### src/rtl/instruction_fetch.sv
// Instruction fetch unit: holds the PC and runs one memory request per fetch pulse.
// Decode sees the fetched word and its PC one cycle after the memory acknowledges.
module instruction_fetch #(
  parameter int              XLEN         = 32,
  parameter logic [XLEN-1:0] RESET_VECTOR = '0
) (
  input  logic            clk,
  input  logic            rst_n,
  input  logic            phase_fetch,
  input  logic            phase_writeback,
  input  logic            jump_en,
  input  logic [XLEN-1:0] jump_addr,
  output logic            imem_req,
  output logic [XLEN-1:0] imem_addr,
  input  logic            imem_ack,
  input  logic [31:0]     imem_rdata,
  output logic [31:0]     inst,
  output logic [XLEN-1:0] curr_pc_fd,
  output logic            stall_fetch
);

  typedef enum logic {IDLE, BUSY} state_e;

  localparam logic [31:0] NOP = 32'h0000_0013;

  state_e          state_q;
  logic            req_q;
  logic [XLEN-1:0] pc_q, pc_d;
  logic [XLEN-1:0] addr_q;
  logic [31:0]     inst_q;
  logic [XLEN-1:0] cpc_q;

  // Next PC is also the address a same-cycle fetch uses.
  always_comb begin
    pc_d = pc_q;
    if (phase_writeback) begin
      if (jump_en) pc_d = {jump_addr[XLEN-1:2], 2'b00};
      else         pc_d = pc_q + {{(XLEN-3){1'b0}}, 3'd4};
    end
  end

  always_ff @(posedge clk or negedge rst_n) begin
    if (!rst_n) begin
      pc_q <= RESET_VECTOR;
    end else begin
      pc_q <= pc_d;
    end
  end

  always_ff @(posedge clk or negedge rst_n) begin
    if (!rst_n) begin
      state_q <= IDLE;
      req_q   <= 1'b0;
      addr_q  <= RESET_VECTOR;
      inst_q  <= NOP;
      cpc_q   <= RESET_VECTOR;
    end else begin
      case (state_q)
        IDLE: begin
          if (phase_fetch) begin
            state_q <= BUSY;
            req_q   <= 1'b1;
            addr_q  <= pc_d;
          end
        end
        BUSY: begin
          if (imem_ack) begin
            state_q <= IDLE;
            req_q   <= 1'b0;
            inst_q  <= imem_rdata;
            cpc_q   <= addr_q;
          end
        end
        default: begin
          state_q <= IDLE;
          req_q   <= 1'b0;
        end
      endcase
    end
  end

  assign imem_req    = req_q;
  assign imem_addr   = addr_q;
  assign inst        = inst_q;
  assign curr_pc_fd  = cpc_q;
  // Stall the sequencer already in the cycle the fetch pulse arrives.
  assign stall_fetch = req_q | ((state_q == IDLE) & phase_fetch);

endmodule

### config.mk
export PLATFORM = sky130hd
export DESIGN_NAME = instruction_fetch
export DESIGN_NICKNAME = d
export VERILOG_FILES = /design/src/rtl/instruction_fetch.sv
export SDC_FILE = /design/constraint.sdc
export NUM_CORES = 1
export LEC_CHECK = 0
export CAP_MARGIN = 15
export CORE_MARGIN = 2
export CORE_UTILIZATION = 51
export CTS_CLUSTER_SIZE = 14
export DETAILED_ROUTE_END_ITERATION = 7
export MAX_ROUTING_LAYER = met4
export PLACE_DENSITY = 0.85
export SKIP_CTS_REPAIR_TIMING = 1
export SLEW_MARGIN = 20
export SYNTH_ARGS = -nofsm -noshare
export SYNTH_HDL_FRONTEND = slang
export SYNTH_SLANG_ARGS = --single-unit
### constraint.sdc
create_clock -name clk -period 3.9 [get_ports clk]
set_input_delay 0.585 -clock clk [delete_from_list [all_inputs] [get_ports clk]]
set_output_delay 0.585 -clock clk [all_outputs]
set_load 0.01 [all_outputs]
; Yosys cells after proc, flatten, opt, wreduce, memory -nomap -nowiden
; Index checks and enable logic that the tools add are counted.
[classes]
add_sub_neg = 1
eq_ne = 2
n_mux = 8
bitwise = 3
n_reduce_logical = 3
[ops]
columns = operator, n
row1 = $mux 32, 2
row2 = $add 32x3->32 const B, 1
row3 = $reduce_and 2->1, 3
row4 = $mux 1, 4
row5 = $ne 2x2->1 const B, 2
row6 = $pmux 1 s2, 2
row7 = $and 1x1->1, 1
row8 = $not 1->1, 1
row9 = $or 1x1->1, 1
[totals]
ff_bits = 130
input_bits = 70
out_inout_bits = 98
word_cells = 23

; Logic depth before layout (Yosys ltp)
[logic_depth]
ltp_word = 3
ltp_mapped = 7
mapped_depth_nobuf = 6

; Worst setup path after synthesis
; OpenSTA, ideal clock, no wires.
[synth_timing]
path_type = register -> register
startpoint = register pc_q[2]
endpoint = register addr_q[24] (netlist: imem_addr[24])
setup_ns = 0.066
t_arrival_ns = 2.044
t_required_ns = 3.834
slack_ns = 1.790
path_stages_with_launch = 8
path_buffers = 1
synth_period_minus_slack_ns = 2.110
path_cell_list = dfrtp_1 > ha_1 > nand3_2 > or4_1 > buf_2 > or4_4 > nand3_2 > mux2_1
[synth_via]
elab_chain_len = 3
[synth_rtl]
columns = element, line
row1 = start: declaration, 28  ; logic [XLEN-1:0] pc_q, pc_d;
row2 = start signal: assignment, 46  ; pc_q <= pc_d;
row3 = $add 32x3->32, 38  ; else pc_d = pc_q + {{(XLEN-3){1'b0}}, 3'd4};
row4 = $mux 32, 37  ; if (jump_en) pc_d = {jump_addr[XLEN-1:2], 2'b00};
row5 = $mux 32, 36  ; if (phase_writeback) begin
row6 = named net pc_d[24], 28
row7 = end signal: assignment, 63  ; addr_q <= pc_d;
row8 = end: declaration, 29  ; logic [XLEN-1:0] addr_q;
; The timed path passes the listed nets, and every way through them passes these cells.
; A chain may end at the register's enable or synchronous reset.

; Worst setup path after layout
[layout_timing]
startpoint = input port phase_writeback
endpoint = register addr_q[9] (netlist: imem_addr[9])
[layout_via]
elab_chain_len = 1
[layout_rtl]
columns = element, line
row1 = start: declaration, 10  ; input logic phase_writeback,
row2 = $mux 32, 36
row3 = named net pc_d[9], 28
; The timed path passes the listed nets, and every way through them passes these cells.

==> results.md <==
- Clock tree buffer depth: 2
- Endpoints failing hold: 0
- Syn-to-layout area delta: 41.1%
- Crit Path Category: in -> reg
- Crit path arrival time: 2.80 ns
- Synth Instances: 498
- GRT met2 Usage: 45.2%
- Synthesized area per cell: 11.7 sq um
- Startpoint Class: input pin
- Via Count: 4769
- Top-count cell post-synth: dfrtp_1
- Biggest area consumer among synthesized cells: dfrtp_1
- Synth Cell Area: 5810 sq um
- RSZ-0062 raised after global routing: no
- Die area: 12300 sq um
- Total power: 5080 uW
- Critical Path End Type: flip-flop
- Fin crit share: 63.9%
- # setup viols final: 0
- Hpwl dp: 11.1 mm
- Clk pin slew, worst setup/hold paths: 0.06 ns
- Seq/Total Area, Yosys: 56.1%
- Post-Route Skew: 0.00700 ns
- Ys async rst share: 100%
- Top post-synthesis cells by area: dfrtp_1 (55%), mux2_2 (15%), nand2_1 (2.7%)
- VDD IR max: 0.591 mV
- Overall routing resource usage: 28.3%
- CP max FO: 21
- Max_cap viols: 0
- Final WL: 16.4 mm
- Top cells by count, synth: dfrtp_1 (127), mux2_2 (78), nand2_1 (42)
- Yosys cell types: 55
- Predominant post-synthesis flop cell: dfrtp_1
- CP max stage cell: clkdlybuf4s50_1
- Critical path buffer and inverter count: 1
- CTS tree: built
- Met1 GRT Util: 33.9%
- Max Clock Freq: 401 MHz
- Setup TNS: 0 ns
- Post-synth top area share: 54.7%
- Pins Over Slew Limit: 0
- CTS Buf Count: 17
- Met3 usage: 9.62%
- Worst skew pair latency: 0.42 ns
- Fillers: 752
- First-pass GRT wire length: 26.3 mm
- Top delay family on crit path: buffers and inverters
- Max H-tree Level: 4
- Peak per-stage delay on the critical path: 0.80 ns
- Layout cells sized above 1: 20.1%
- TritonRoute pass-1 iters: 5
- Initial core utilization: 52.9%
- Vias per cell: 5.84
- Rows: 38
- Initial antenna violation count: 0
- Port Buffers: 165
- Worst-path cell chain: clkdlybuf4s50_1 > and2_1 > a311o_1 > o221a_2 > mux2_2
- I/O pin cnt: 168
- #FFs+latches synth: 130
- WL/cell: 20.1 um
- Synth Net Count: 569
- Layer with the highest usage: met2
- Die Ht: 111 um
- Final antenna-violating net count: 0
- Status: completed
- CP Data Required Time: 4.20 ns
- Slew margin rel.: 33.5%
- EDFF count, synth: 0
- PwrDens: 620 nW/um^2
- Nets: 734
- YS warnings: 0
- Leak: 0.00336 uW
- Root buffer cell: clkbuf_16
- Reg2Reg Setup Slack: 1.45 ns
- Vias in the first global route: 5076
- Die width: 111 um
- CTS sink count: 130
- Global route total overflow: 0
- Final min period: 2.49 ns
- Core box area: 11000 sq um
- DRC Markers: 0
- GPL Wtd Cong: 0.971
- Ant. Diodes: 0
- Largest net degree at the start of global routing: 70
- Slew @ Worst Pin: 0.989 ns
- Initial drt markers: 373
- Hold crit path type: in -> async
[path summary, 6_finish.rpt]
path,start,to,depth (start not counted)
max,phase_writeback,imem_addr[9],5
min,rst_n,curr_pc_fd[26],1
max reg2reg,pc_q[2],imem_addr[28],6
min reg2reg,curr_pc_fd[24],curr_pc_fd[24],1
max in group asynchronous,rst_n,inst[4],2
min in group clk,curr_pc_fd[24],curr_pc_fd[24],1
[metal layers]
metal	wire length (um)	part of all wire, %
met4	280	1.7
met1	6720	41
met5	0	0
met2	8060	49
met3	1340	8.2
[registers in the layout, summed over array words and instances (netlist names)]
| signal | cells |
|---|---|
| curr_pc_fd | 32 |
| imem_addr | 32 |
| inst | 32 |
| pc_q | 32 |
| imem_req | 1 |
| state_q | 1 |
[power by group]
group | internal (uW) | leakage [uW] | switching, uW
logic | 918 | 0.00155 | 601
clock network | 944 | 0.000274 | 621
registers | 1720 | 0.00154 | 274
[cell type report]
class | instances | area (sq um) | area share, %
Clock inverter | 15 | 159 | 1.94
Multi-Input combinational cell | 335 | 2430 | 29.6
Timing Repair Buffer | 177 | 1740 | 21.3
Sequential cell | 130 | 3260 | 39.7
Inverter | 2 | 7.51 | 0.0916
Tap cell | 140 | 175 | 2.14
Clock buffer | 17 | 425 | 5.19
[through the flow]
step / util, % / setup slack (ns) / cells / area [sq um] / hold WS [ns]
3_5_place_dp: 69.3 / 0.980 / 784 / 7610 / 0.481
4_1_cts: 74.6 / 1.44 / 816 / 8200 / 0.170
6_report: 74.6 / 1.41 / 816 / 8200 / 0.162
3_3_place_gp: 69.3 / 1.02 / 784 / 7610 / 0.462
5_1_grt: 74.6 / 1.13 / 816 / 8200 / 0.203
2_1_floorplan: - / 1.79 / 498 / 5810 / 0.289
[cell usage in the layout, fill, tap and decap left out, types with 3 or more instances in the layout]
cell type	n
and4_1	5
o21ai_0	18
nor3_1	9
nand4_1	14
nor4_1	6
o41ai_1	3
o22ai_1	7
nand2_1	41
dfstp_2	3
and2_1	8
mux2_2	78
and3_1	6
a21oi_1	16
dfrtp_1	127
clkdlybuf4s50_1	164
buf_4	12
nor2b_1	13
nand2b_1	5
a22o_1	6
clkbuf_16	17
nand3_2	3
clkinvlp_4	5
nor2_1	26
clkinv_2	3
a31oi_1	6
o31ai_1	5
mux2i_1	6
nand3_1	12
a311oi_1	5
[cells by family after synthesis]
kind of cell / synth area share [%]
AO/OA/AOI/OAI: 10.4
XOR/XNOR: 0.151
adder cells (fa/ha/maj): 0.215
buffers and inverters: 2.18
flip-flops: 56.1
multiplexers: 16.4
AND/OR/NAND/NOR: 14.6
Note: power is estimated with default switching activity, not from simulation.
